==> config.mk <==
export PLATFORM = sky130hd
export DESIGN_NAME = seq_tx_serializer
export DESIGN_NICKNAME = d
export VERILOG_FILES = /design/src/rtl/seq_pkg.sv /design/src/rtl/seq_tx_shreg.sv /design/src/rtl/seq_tx_serializer.sv
export SDC_FILE = /design/constraint.sdc
export NUM_CORES = 1
export LEC_CHECK = 0
export ABC_CLOCK_PERIOD_IN_PS = 1700
export CAP_MARGIN = 10
export CORE_UTILIZATION = 38
export DETAILED_ROUTE_END_ITERATION = 8
export HOLD_SLACK_MARGIN = 0.1
export PLACE_DENSITY = 0.63
export SLEW_MARGIN = 10
export SYNTH_ARGS = -nofsm -noshare
export SYNTH_HDL_FRONTEND = slang
export SYNTH_SLANG_ARGS = --single-unit
==> constraint.sdc <==
create_clock -name clk -period 1.7 [get_ports clk]
set_input_delay 0.255 -clock clk [delete_from_list [all_inputs] [get_ports clk]]
set_output_delay 0.255 -clock clk [all_outputs]
set_load 0.005 [all_outputs]
==> src/rtl/seq_pkg.sv <==
// seq_pkg
//   Shared definitions for the serial bit-stream link: transmitter state
//   encodings and the default word geometry used by the serializer and by
//   the detector benches.
package seq_pkg;

  // Default word geometry shared with the detector side.
  localparam int SEQ_WIDTH      = 15;
  localparam int SEQ_CNT_W      = 4;
  localparam int SEQ_GAP_CYCLES = 2;

  // Transmitter state encodings. The values are fixed so that debug taps
  // and external checkers can decode the state without this package.
  typedef enum logic [1:0] {
    ST_IDLE  = 2'b00,
    ST_SHIFT = 2'b01,
    ST_GAP   = 2'b10
  } tx_state_e;

endpackage

==> src/rtl/seq_tx_shreg.sv <==
// seq_tx_shreg
//   WIDTH-bit loadable left-shift register. The MSB is the bit currently on
//   the line; each shift brings the next bit up and fills the LSB with 0.
// Ports
//   clk        in  rising-edge clock
//   clr_i      in  synchronous clear (highest priority)
//   load_i     in  load load_val_i (beats shift_i)
//   shift_i    in  shift left by one
//   load_val_i in  WIDTH-bit value to load
//   msb_o      out current MSB
module seq_tx_shreg #(
  parameter int WIDTH = 15
) (
  input  logic             clk,
  input  logic             clr_i,
  input  logic             load_i,
  input  logic             shift_i,
  input  logic [WIDTH-1:0] load_val_i,
  output logic             msb_o
);

  logic [WIDTH-1:0] q_q;
  logic [WIDTH-1:0] q_d;

  always_comb begin
    q_d = q_q;
    if (clr_i) begin
      q_d = '0;
    end else if (load_i) begin
      q_d = load_val_i;
    end else if (shift_i) begin
      q_d = {q_q[WIDTH-2:0], 1'b0};
    end
  end

  always_ff @(posedge clk) begin
    q_q <= q_d;
  end

  assign msb_o = q_q[WIDTH-1];

endmodule

==> src/rtl/seq_tx_serializer.sv <==
// seq_tx_serializer
//   Transmit side of the serial link feeding the 101 sequence detectors.
//   Accepts a word plus bit length over a valid/ready handshake and shifts
//   bits [len-1:0] out MSB-first on x, one per clock, with x_valid marking
//   live bits. An optional idle gap of GAP_CYCLES follows each word.
// Ports
//   clk        in  rising-edge clock
//   rst        in  synchronous active-high reset
//   load_valid in  load_data/load_len valid
//   load_ready out serializer accepts a word this cycle
//   load_data  in  word; load_data[len-1] is sent first
//   load_len   in  bit count; 0 or >WIDTH means WIDTH
//   x          out serial data, 0 whenever x_valid is low
//   x_valid    out x carries a live bit
//   busy       out state is not IDLE
//   done       out one-cycle registered pulse after the last bit of a word
//   state_dbg  out current FSM state (seq_pkg::tx_state_e encoding)
//
// Handshake: a word transfers on a rising edge where load_valid and
// load_ready are both high. load_ready never depends on load_valid; a source
// seeing load_ready low must hold load_valid and its data until accepted.
module seq_tx_serializer
  import seq_pkg::*;
#(
  parameter int WIDTH      = SEQ_WIDTH,
  parameter int CNT_W      = SEQ_CNT_W,
  parameter int GAP_CYCLES = SEQ_GAP_CYCLES
) (
  input  logic             clk,
  input  logic             rst,
  input  logic             load_valid,
  output logic             load_ready,
  input  logic [WIDTH-1:0] load_data,
  input  logic [CNT_W-1:0] load_len,
  output logic             x,
  output logic             x_valid,
  output logic             busy,
  output logic             done,
  output logic [1:0]       state_dbg
);

  localparam int GAP_W = (GAP_CYCLES < 2) ? 1 : $clog2(GAP_CYCLES + 1);

  tx_state_e        state_q;
  logic [CNT_W-1:0] rem_q;
  logic [GAP_W-1:0] gap_q;
  logic             done_q;

  logic [CNT_W-1:0] eff_len;
  logic [WIDTH-1:0] load_val;
  logic             accept;
  logic             last_bit;
  logic             in_shift;
  logic             shreg_msb;

  // Out-of-range lengths fall back to a full word.
  always_comb begin
    eff_len = load_len;
    if (load_len == '0 || int'(load_len) > WIDTH) begin
      eff_len = CNT_W'(WIDTH);
    end
  end

  // Left-justify the word so its first bit sits in the MSB.
  assign load_val = load_data << (WIDTH - int'(eff_len));

  assign in_shift = (state_q == ST_SHIFT);
  assign last_bit = in_shift && (rem_q == CNT_W'(1));

  // Without a gap the next word may be taken during the last bit, so the
  // line carries words back to back with no bubble.
  assign load_ready = !rst && ((state_q == ST_IDLE) ||
                               ((GAP_CYCLES == 0) && last_bit));
  assign accept     = load_valid && load_ready;

  seq_tx_shreg #(
    .WIDTH(WIDTH)
  ) u_shreg (
    .clk       (clk),
    .clr_i     (rst),
    .load_i    (accept),
    .shift_i   (in_shift && !accept),
    .load_val_i(load_val),
    .msb_o     (shreg_msb)
  );

  always_ff @(posedge clk) begin
    if (rst) begin
      state_q <= ST_IDLE;
      rem_q   <= '0;
      gap_q   <= '0;
      done_q  <= 1'b0;
    end else begin
      done_q <= 1'b0;
      case (state_q)
        ST_IDLE: begin
          if (accept) begin
            state_q <= ST_SHIFT;
            rem_q   <= eff_len;
          end
        end
        ST_SHIFT: begin
          rem_q <= rem_q - CNT_W'(1);
          if (last_bit) begin
            done_q <= 1'b1;
            if (accept) begin
              state_q <= ST_SHIFT;
              rem_q   <= eff_len;
            end else if (GAP_CYCLES > 0) begin
              state_q <= ST_GAP;
              gap_q   <= GAP_W'(GAP_CYCLES);
            end else begin
              state_q <= ST_IDLE;
            end
          end
        end
        ST_GAP: begin
          gap_q <= gap_q - GAP_W'(1);
          if (gap_q <= GAP_W'(1)) begin
            state_q <= ST_IDLE;
          end
        end
        default: begin
          state_q <= ST_IDLE;
        end
      endcase
    end
  end

  // Outputs are gated by rst so the line is quiet during reset, and x is
  // forced low outside SHIFT so the detector never sees stale bits.
  assign x_valid   = !rst && in_shift;
  assign x         = x_valid && shreg_msb;
  assign busy      = !rst && (state_q != ST_IDLE);
  assign done      = done_q;
  assign state_dbg = state_q;

endmodule
# After elaboration in Yosys (flattened, before gate mapping)
# Index checks and enable logic that the tools add are counted.
[totals]
output_inout_bits = 7
ff_bits = 24
elab_cells = 53
[op_classes]
bitwise_logic = 1
n_eq_ne = 7
shift = 1
muxes = 16
n_reduce_logical = 19
magnitude_cmp = 1
addsub = 3
[op_table]
columns = ["cell", "count"]
rows = [
  ["left shift 15 x 32 -> 15 bit", 1],
  ["two-way mux 15 bit", 2],
  ["two-way mux 4 bit", 4],
  ["two-way mux 2 bit", 6],
  ["!= test 2 bit (second input constant)", 4],
  ["one-hot mux 4 bit (2 select lines)", 1],
  ["nonzero test 2 bit", 4],
  ["logical AND 1 bit", 7],
  ["one-hot mux 2 bit (3 select lines)", 1],
  ["AND reduction 3 bit", 2],
  ["subtractor 4 x 4 -> 5 bit (first input constant)", 1],
  ["== test 4 x 1 -> 1 bit (second input constant)", 1],
  ["logical NOT 4 bit", 1],
  ["one-hot mux 2 bit (2 select lines)", 1],
  ["subtractor 4 x 1 -> 4 bit (second input constant)", 1],
  ["== test 2 x 1 -> 1 bit (second input constant)", 1],
  ["== test 2 bit (second input constant)", 1],
  ["less-or-equal comparator 2 x 1 -> 1 bit (second input constant)", 1],
  ["logical NOT 1 bit", 2],
  ["logical NOT 2 bit", 1],
  ["AND reduction 2 bit", 1],
  ["OR reduction 2 bit", 1],
  ["subtractor 2 x 1 -> 2 bit (second input constant)", 1],
  ["two-way mux 1 bit", 1],
  ["inverter 1 bit", 1],
]

# Logic depth before layout (Yosys ltp)
# Gate-level depths: netlist of run 1.
[logic_depth]
depth_word = 7
mapped_depth = 7

# By module
# From an unflattened synthesis of run 1, not the netlist that was laid out.
[unflattened]
hier_cells = 273
area_unflattened_um2 = 2095.8
[modules_own_cells]
columns = ["module", "cells_each", "instances", "seq_area_each_um2", "area_each_um2"]
rows = [
  ["seq_tx_serializer", 207, 1, 180.2, 1381.3],
  ["seq_tx_shreg", 66, 1, 300.3, 714.4],
]

# Worst setup path after synthesis of run 1
# No wires, ideal clock.
[synth_path]
kind = "input-to-reg"
startpoint = "in load_len[3]"
endpoint = "reg u_shreg.q_q[10]"
path_slack_ps = -44
arrival_time_ps = 1622
path_stages = 5
n_path_buf = 1
cell_sequence = "buf_6 > nor2_4 > mux2_4 > mux4_2 > a221o_1"
[synth_via]
elab_chain_len = 5
[synth_rtl]
columns = ["element", "line_no", "source"]
rows = [
  ["from (decl)", "seq_tx_serializer.sv:34", "input logic [CNT_W-1:0] load_len,"],
  ["logical NOT 4 bit", "seq_tx_serializer.sv:59", "if (load_len == '0 || int'(load_len) > WIDTH) begin"],
  ["two-way mux 4 bit (*)", "seq_tx_serializer.sv:59", ""],
  ["subtractor 4 x 4 -> 5 bit (*)", "seq_tx_serializer.sv:65", "assign load_val = load_data << (WIDTH - int'(eff_len));"],
  ["left shift 15 x 32 -> 15 bit (*)", "seq_tx_serializer.sv:65", ""],
  ["two-way mux 15 bit (*)", "seq_tx_shreg.sv:29", "end else if (load_i) begin"],
  ["to (signal assigned)", "seq_tx_shreg.sv:37", "q_q <= q_d;"],
  ["to (decl)", "seq_tx_shreg.sv:22", "logic [WIDTH-1:0] q_q;"],
]
# Mark *: on every way between the ends. The rest lies on a longest branch, timed or not.
# A chain may end at the register's enable or synchronous reset.

# Final worst setup path of run 1
[layout_path]
startpoint = "in load_len[1]"
endpoint = "reg u_shreg.q_q[11]"
# Same word-level chain as after synthesis.

==> summary.txt, run 1 <==
STA
  • Max_slew headroom: 72.3%
  • Worst clock skew: 0.00563 ns
  • RSZ-0062 raised after global routing: no
  • Post-route setup TNS: 0 ns
  • Final setup vio count: 0
  • Fmax: 603 MHz
  • Fin crit period: 1.66 ns
  • Max Slew Vio Count: 0
  • Final hold viol count: 0
  • Worst slew pin tran: 0.413 ns
  • Fin crit share: 97.6%

Hold path
  • Worst min path class: reg2reg
  • Min-delay src: gap_q[1]$_SDFFE_PP0P_
  • Hold path depth: 2
  • Hold endpoint: state_dbg[1]$_SDFFE_PP0P_

Die
  • Die width: 77.3 microns
  • Total die area: 5970 sq um
  • Row cnt: 27
  • I/O pin count: 29
  • Chip height: 77.3 microns
  • Core Region: 5470 sq um
  • Initial Utilization: 39.3%

Layout
  • Layout cells sized above 1: 34.0%
  • Final instance area: 3230 sq um
  • P&R area growth vs syn: 50.0%
  • Register area: 485 sq um
  • Fill cell count: 492
  • Area of the multi-input gates: 1570 sq um
  • Antenna diodes: 0
  • NumNets Final: 405
  • Non-filler cells, final: 451

Synth
  • Post-synthesis compound-gate area fraction: 34.1%
  • Synth Area per Inst: 7.66 sq um
  • Adder-Cell Fraction of Synth Area: 1.74%
  • Register area share after synthesis: 22.3%
  • Syn nets: 306
  • Yosys Warn Count: 0
  • Flops & latches, synth: 24
  • Synth Area in XOR/XNOR: 0%
  • Post-synth ARST share: 0%
  • Post-synthesis cell count: 281
  • Post-synth cell types: 61
  • Number of flops mapped to enable cells by yosys: 0
  • Combinational family with the most area after synthesis: compound AO/OA/AOI/OAI gates
  • Top FF cell, synth: dfxtp_1
  • Mapped cell area: 2150 sq um
  • Mux cell area share after synthesis: 8.72%
  • Post-synthesis simple-gate area fraction: 25.6%

Global route
  • Total GRT Usage: 25.4%
  • Overflow after GRT: 0
  • Vias in the first global route: 2442
  • Initial antenna violation count: 0
  • First-pass GRT wire length: 12.1 mm
  • Largest net degree at the start of global routing: 17

Placement
  • Gp weighted congestion: 0.976
  • Port bufs: 28
  • Cells after DPL: 441
  • HPWL Detailed: 5.67 mm
  • Placed cell area: 3040 sq um

Route
  • Routed Antenna Nets: 0
  • Total wire length: 7.35 mm
  • Post-route DRC: 0
  • Vias per inst: 5.79
  • Via Count: 2612
  • DR pass1 iterations: 5
  • DRT iter0 DRCs: 227
  • Routed wire per std cell: 16.3 microns

Critical path
  • Critical path required time: 1.85 ns
  • Crit-path max FO: 8
  • Crit path DAT: 1.81 ns
  • Crit path capture type: register
  • R2r worst-path depth: 7
  • Crit Reg-Reg Startpoint: state_dbg[0]$_SDFFE_PP0P_
  • Setup CP Type: in2reg
  • Crit Reg-Reg Endpoint: u_shreg.q_q[9]$_SDFFE_PP0P_
  • Startpoint types: primary input
  • R2R Setup Slk: 0.10 ns

Pwr
  • Sw Share: 33.1%
  • Leakage: 1.36 nW
  • Power share of the clock group: 21.8%
  • Comb power frac: 42.2%
  • P_int: 1.21 mW
  • NetSw: 0.600 mW
  • VDD IR max: 0.000343 V
  • Pwr dens: 561 nW/um^2
  • Seq pwr share: 36.0%

Clock tree
  • Clk slew on worst S/H paths: 0.09 ns
  • H-tree depth: 1
  • Clk buf depth: 2
  • Root Driver: clkbuf_8
  • CTS tree: built
  • Clk Latency, worst-skew pair: 0.27 ns
  • Clock sinks: 24
  • TritonCTS Buffers: 3

Job
  • Number of max-cap violations: 0

Run status
  • Outcome: complete, no violations
-- flip-flops by register name, summed over array words and instances (netlist names) --
register / cells
u_shreg.q_q: 15
rem_q: 4
gap_q: 2
state_dbg: 2
done: 1
-- layer usage --
metal,GRT usage [%],share of wire (%),vias up
met5,0,0,-
met4,6.60,2.1,0
met3,3.81,7.2,19
met2,42.0,47,121
met1,34.2,44,1213
li1,-,-,1259
-- cell usage after synthesis, drive strengths merged (3+ instances only) --
cell	count	area (sq um)
nand2	12	45.0
o21ai	30	154
nor3	14	97.6
a221oi	9	91.3
nor2b	5	31.3
inv	8	30.0
a21oi	17	85.1
o32ai	4	50.1
o211ai	5	37.5
mux4	3	67.6
dfxtp	24	480
mux2i	6	60.1
a31oi	6	37.5
a211oi	6	50.1
nand2b	9	56.3
buf	14	96.3
o22ai	8	50.1
ha	3	37.5
nor3b	4	30.0
nor2	45	179
clkbuf	9	33.8
mux2	5	60.1
nand3	4	20.0
-- cell families (layout without fill, tap and decap cells) --
| logic type | count (synthesis) | after routing |
|---|---|---|
| AOI/OAI and AO/OA | 105 | 105 |
| and+or+nand+nor | 104 | 104 |
| buffers and inverters | 31 | 129 |
| DFF | 24 | 24 |
| muxes | 14 | 14 |
| adders and majority gates | 3 | 3 |
-- final cells by class --
class / instances / area share [%]
inverter: 8 / 0.930
timing repair buffer: 117 / 30.8
sequential: 24 / 15.0
tap: 72 / 2.79
multi-input combinational: 226 / 48.8
clock buffer: 4 / 1.71
-- repair_timing --
item,in CTS,in global routing
pin swaps,12,12
endpoints found under the setup margin,22,14
hold buffers,0,0
gates resized for setup,28,19
setup buffers,4,3
cloned,0,0
-- metrics by stage --
stage / power [mW] / worst slack [ns] / hold WS [ns] / util [%]
floorplan: 1.05 / -0.0220 / 0.406 / -
global placement: 1.38 / -0.516 / 0.480 / 55.6
detailed placement: 1.39 / -0.547 / 0.479 / 55.6
CTS: 1.80 / 0.00150 / 0.487 / 57.8
global route: 1.92 / 0.000365 / 0.518 / 59.0
finish: 1.81 / 0.0407 / 0.486 / 59.0
-- worst max-delay path by stage --
stage           startpoint                      endpoint  slack, ns  depth (start not counted)
6_report       load_len[1]  u_shreg.q_q[11]$_SDFFE_PP0P_       0.04                          8
3_3_place_gp   load_len[0]   u_shreg.q_q[4]$_SDFFE_PP0P_      -0.52                          7
5_1_grt        load_len[1]   u_shreg.q_q[7]$_SDFFE_PP0P_     0.0004                          8
2_1_floorplan  load_len[3]  u_shreg.q_q[10]$_SDFFE_PP0P_      -0.02                          5
4_1_cts        load_len[2]  u_shreg.q_q[11]$_SDFFE_PP0P_      0.002                          8
3_5_place_dp   load_len[0]  u_shreg.q_q[11]$_SDFFE_PP0P_      -0.55                          7
-- cell usage in the layout, fill, tap and decap left out, drive strengths merged, types with 6 or more instances in the layout --
cell type      netlist  final
nand2               12     12
a221oi               9      9
mux2i                6      6
buf                 14     89
o21ai               30     30
nor2                45     45
dlygate4sd2          0      8
nand2b               9      9
dfxtp               24     24
inv                  8      8
nor3                14     14
clkdlybuf4s50        0     14
o22ai                8      8
a21oi               17     17
a31oi                6      6
a211oi               6      6
-- power by group through the flow --
stage          clock network, mW  logic, mW  registers, mW
5_1_grt                    0.431      0.830          0.659
6_report                   0.395      0.764          0.651
3_3_place_gp                   0      0.717          0.662
2_1_floorplan                  0      0.392          0.655
3_5_place_dp                   0      0.723          0.663
4_1_cts                    0.407      0.738          0.652
-- critical path, cell delays in order --
cell and delay, ns:
dlygate4sd2_1 0.26, buf_12 0.15, buf_4 0.15, or2_2 0.31, a211oi_2 0.35, o41ai_2 0.10, o21ai_0 0.11, a311oi_1 0.12
(Power assumes the default switching activity.)
==> run 2, diff against run 1 <==
--- a/config.mk
+++ b/config.mk
@@ -8,6 +8,7 @@
 export ABC_CLOCK_PERIOD_IN_PS = 1700
 export CAP_MARGIN = 10
 export CORE_UTILIZATION = 38
+export CTS_BUF_LIST = sky130_fd_sc_hd__clkbuf_8 sky130_fd_sc_hd__clkbuf_16
 export DETAILED_ROUTE_END_ITERATION = 8
 export HOLD_SLACK_MARGIN = 0.1
 export PLACE_DENSITY = 0.63
==> results of run 2 <==
Same layout as run 1: the final DEF is identical, and so are final timing and power.
==> run 3, diff against run 2 <==
--- a/config.mk
+++ b/config.mk
@@ -8,9 +8,10 @@
 export ABC_CLOCK_PERIOD_IN_PS = 1700
 export CAP_MARGIN = 10
 export CORE_UTILIZATION = 38
-export CTS_BUF_LIST = sky130_fd_sc_hd__clkbuf_8 sky130_fd_sc_hd__clkbuf_16
+export CTS_BUF_LIST = sky130_fd_sc_hd__clkbuf_4
 export DETAILED_ROUTE_END_ITERATION = 8
 export HOLD_SLACK_MARGIN = 0.1
+export MAX_ROUTING_LAYER = met4
 export PLACE_DENSITY = 0.63
 export SLEW_MARGIN = 10
 export SYNTH_ARGS = -nofsm -noshare
==> run 3 against run 2 <==
- die area unchanged
- sequential share of layout area about the same
- register-to-register slack got worse by 0.07 ns
- core utilization decreased by 0.14 points
==> summary.txt, run 3 (synthesis results as in run 1) <==
Critical path
  • Crit Reg-Reg Endpoint: u_shreg.q_q[11]$_SDFFE_PP0P_
  • Startpoint types: primary input
  • Crit Reg-Reg Startpoint: state_dbg[0]$_SDFFE_PP0P_
  • Setup CP Type: in2reg
  • R2R Setup Slk: 0.03 ns (-0.07 ns)
  • Crit path capture type: register
  • Critical path required time: 1.92 ns (+0.07 ns)
  • Crit path DAT: 1.91 ns (+0.10 ns)
  • R2r worst-path depth: 6 (-1)
  • Crit-path max FO: 8 (unchanged)

Layout
  • Fill cell count: 484 (-1.6%)
  • Area of the multi-input gates: 1610 sq um (+2.0%)
  • Most flop-heavy register: u_shreg.q_q
  • Max reg flops: 15 (unchanged)
  • Register area: 485 sq um (unchanged)
  • Antenna diodes: 0 (unchanged)
  • NumNets Final: 401 (-0.99%)
  • P&R area growth vs syn: 49.7%
  • Commonest cells after routing, fill and taps aside: buf_4 (77), nor2_1 (41), o21ai_0 (22), dfxtp_1 (22)
  • Commonest non-fill, non-tap cell in the layout: buf_4
  • Regs by FF count: u_shreg.q_q (15), rem_q (4)
  • Layout cells sized above 1: 33.9% (-0.17 points)

Pwr
  • VDD IR max: 0.000253 V (-26%)
  • Pwr dens: 528 nW/um^2 (-5.8%)
  • Leakage: 1.32 nW (-2.9%)

Route
  • Routed wire per std cell: 16.6 microns (+1.7%)
  • Routed Antenna Nets: 0 (unchanged)
  • Via Count: 2630 (+0.69%)
  • DRT iter0 DRCs: 301 (+33%)
  • Total wire length: 7.40 mm (+0.76%)
  • Post-route DRC: 0 (unchanged)
  • DR pass1 iterations: 5 (unchanged)
  • Vias per inst: 5.88 (+1.6%)

Clock tree
  • Clk Latency, worst-skew pair: 0.33 ns (+0.06 ns)
  • Hold Buf Count CTS: 0 (unchanged)
  • Root Driver: clkbuf_4
  • Clock sinks: 24 (unchanged)
  • CTS tree: built
  • TritonCTS Buffers: 3 (unchanged)
  • Clk buf depth: 2 (unchanged)
  • H-tree depth: 1 (unchanged)
  • Clk slew on worst S/H paths: 0.14 ns (+0.05 ns)

STA
  • Max_slew headroom: 71.5% (-0.82 points)
  • Final hold viol count: 0 (unchanged)
  • Fin crit period: 1.69 ns (+0.0261 ns)
  • RSZ-0062 raised after global routing: yes
  • Final setup vio count: 0 (unchanged)
  • Fin crit share: 99.1% (+1.5 points)
  • Max Slew Vio Count: 0 (unchanged)
  • Worst clock skew: 0.0136 ns (+0.00798 ns)
  • Worst slew pin tran: 0.424 ns (+0.0104 ns)
  • Fmax: 593 MHz (-1.5%)
  • Slack of the critical path: 0.0146 ns (-0.0261 ns)
  • Post-route setup TNS: 0 ns (unchanged)

Die
  • Chip height: 77.3 microns (unchanged)
  • I/O pin count: 29 (unchanged)
  • Initial Utilization: 39.3% (unchanged)
  • Total die area: 5970 sq um (unchanged)
  • Die width: 77.3 microns (unchanged)
  • Row cnt: 27 (unchanged)
  • Core Region: 5470 sq um (unchanged)

Global route
  • Overflow after GRT: 0 (unchanged)
  • Initial antenna violation count: 0 (unchanged)
  • Vias in the first global route: 2582 (+5.7%)
  • Total GRT Usage: 26.6% (+1.2 points)
  • Largest net degree at the start of global routing: 17 (unchanged)
  • First-pass GRT wire length: 12.5 mm (+3.4%)

Hold path
  • Min-delay src: rst
  • Hold path depth: 3 (+1)
  • Worst min path class: in2reg
  • Hold endpoint: u_shreg.q_q[11]$_SDFFE_PP0P_

Placement
  • Place WS: -0.567 ns (-0.0191 ns)
  • Gp weighted congestion: 0.958 (-1.9%)
  • Port bufs: 28 (unchanged)
  • HPWL Detailed: 5.49 mm (-3.3%)

Job
  • Number of max-cap violations: 0 (unchanged)

Run status
  • Outcome: complete, no violations
run 3: cell count changes in the layout (fill, tap and decap cells not counted), sizes merged:
cell | before | now
clkbuf | 5 | 4
clkdlybuf4s50 | 14 | 17
clkdlybuf4s15 | 2 | 1
dlymetal6s2s | 3 | 1
buf | 89 | 84
clkinv | 0 | 1
bufbuf | 0 | 1
run 3: worst max-delay path by stage:
stage / start / endpoint / slack (ns) / depth (start not counted)
global route: load_len[1] / u_shreg.q_q[5]$_SDFFE_PP0P_ / -0.1 / 8
global placement: load_len[3] / u_shreg.q_q[14]$_SDFFE_PP0P_ / -0.54 / 7
CTS: state_dbg[0]$_SDFFE_PP0P_ / u_shreg.q_q[11]$_SDFFE_PP0P_ / 0.02 / 6
detailed placement: load_len[0] / u_shreg.q_q[11]$_SDFFE_PP0P_ / -0.57 / 8
floorplan: load_len[3] / u_shreg.q_q[10]$_SDFFE_PP0P_ / -0.02 / 5
finish: load_len[1] / u_shreg.q_q[4]$_SDFFE_PP0P_ / 0.01 / 7
run 3: per-layer routing:
metal  share of wire, %  up-vias  GRT usage [%]
met5                  0        -              -
met2                 47      129           42.1
li1                   -     1250              -
met1                 43     1233           34.5
met4                2.4        0           7.92
met3                8.5       18           4.40
run 3: cell type report:
cell class	count	area share, %
clock buffer	3	0.699
clock inverter	1	0.117
inverter	8	0.932
multi-input combinational	226	49.8
sequential	24	15.1
tap	72	2.80
timing repair buffer	113	30.5
run 3: where the power goes:
group          switching, mW  internal (mW)
Combinational          0.391          0.392
Sequential            0.0344          0.618
Clock                  0.180         0.0861
Total                  0.605           1.10
run 3: repair_timing:
| item | CTS | global route |
|---|---|---|
| hold endpoints to repair | 0 | 0 |
| setup endpoints to repair | 20 | 9 |
| cloned | 1 | 0 |
| setup buffers | 3 | 1 |
| pin swaps | 7 | 3 |
| gates resized for setup | 28 | 16 |
run 3: through the flow:
step	cells	power [mW]	instance area (sq um)	hold WS [ns]	util, %
6_report	447	1.70	3220	0.422	58.8
3_3_place_gp	438	1.38	3030	0.479	55.4
3_5_place_dp	438	1.38	3030	0.477	55.4
4_1_cts	446	1.67	3160	0.425	57.8
2_1_floorplan	281	1.05	2150	0.406	-
5_1_grt	447	1.80	3220	0.430	58.8
run 3: worst max-delay path: stages:
cell and delay, ns:
dlygate4sd2_1 0.30, bufbuf_16 0.30, buf_4 0.18, a21oi_1 0.08, o32ai_2 0.28, o21ai_1 0.15, a2111oi_2 0.36
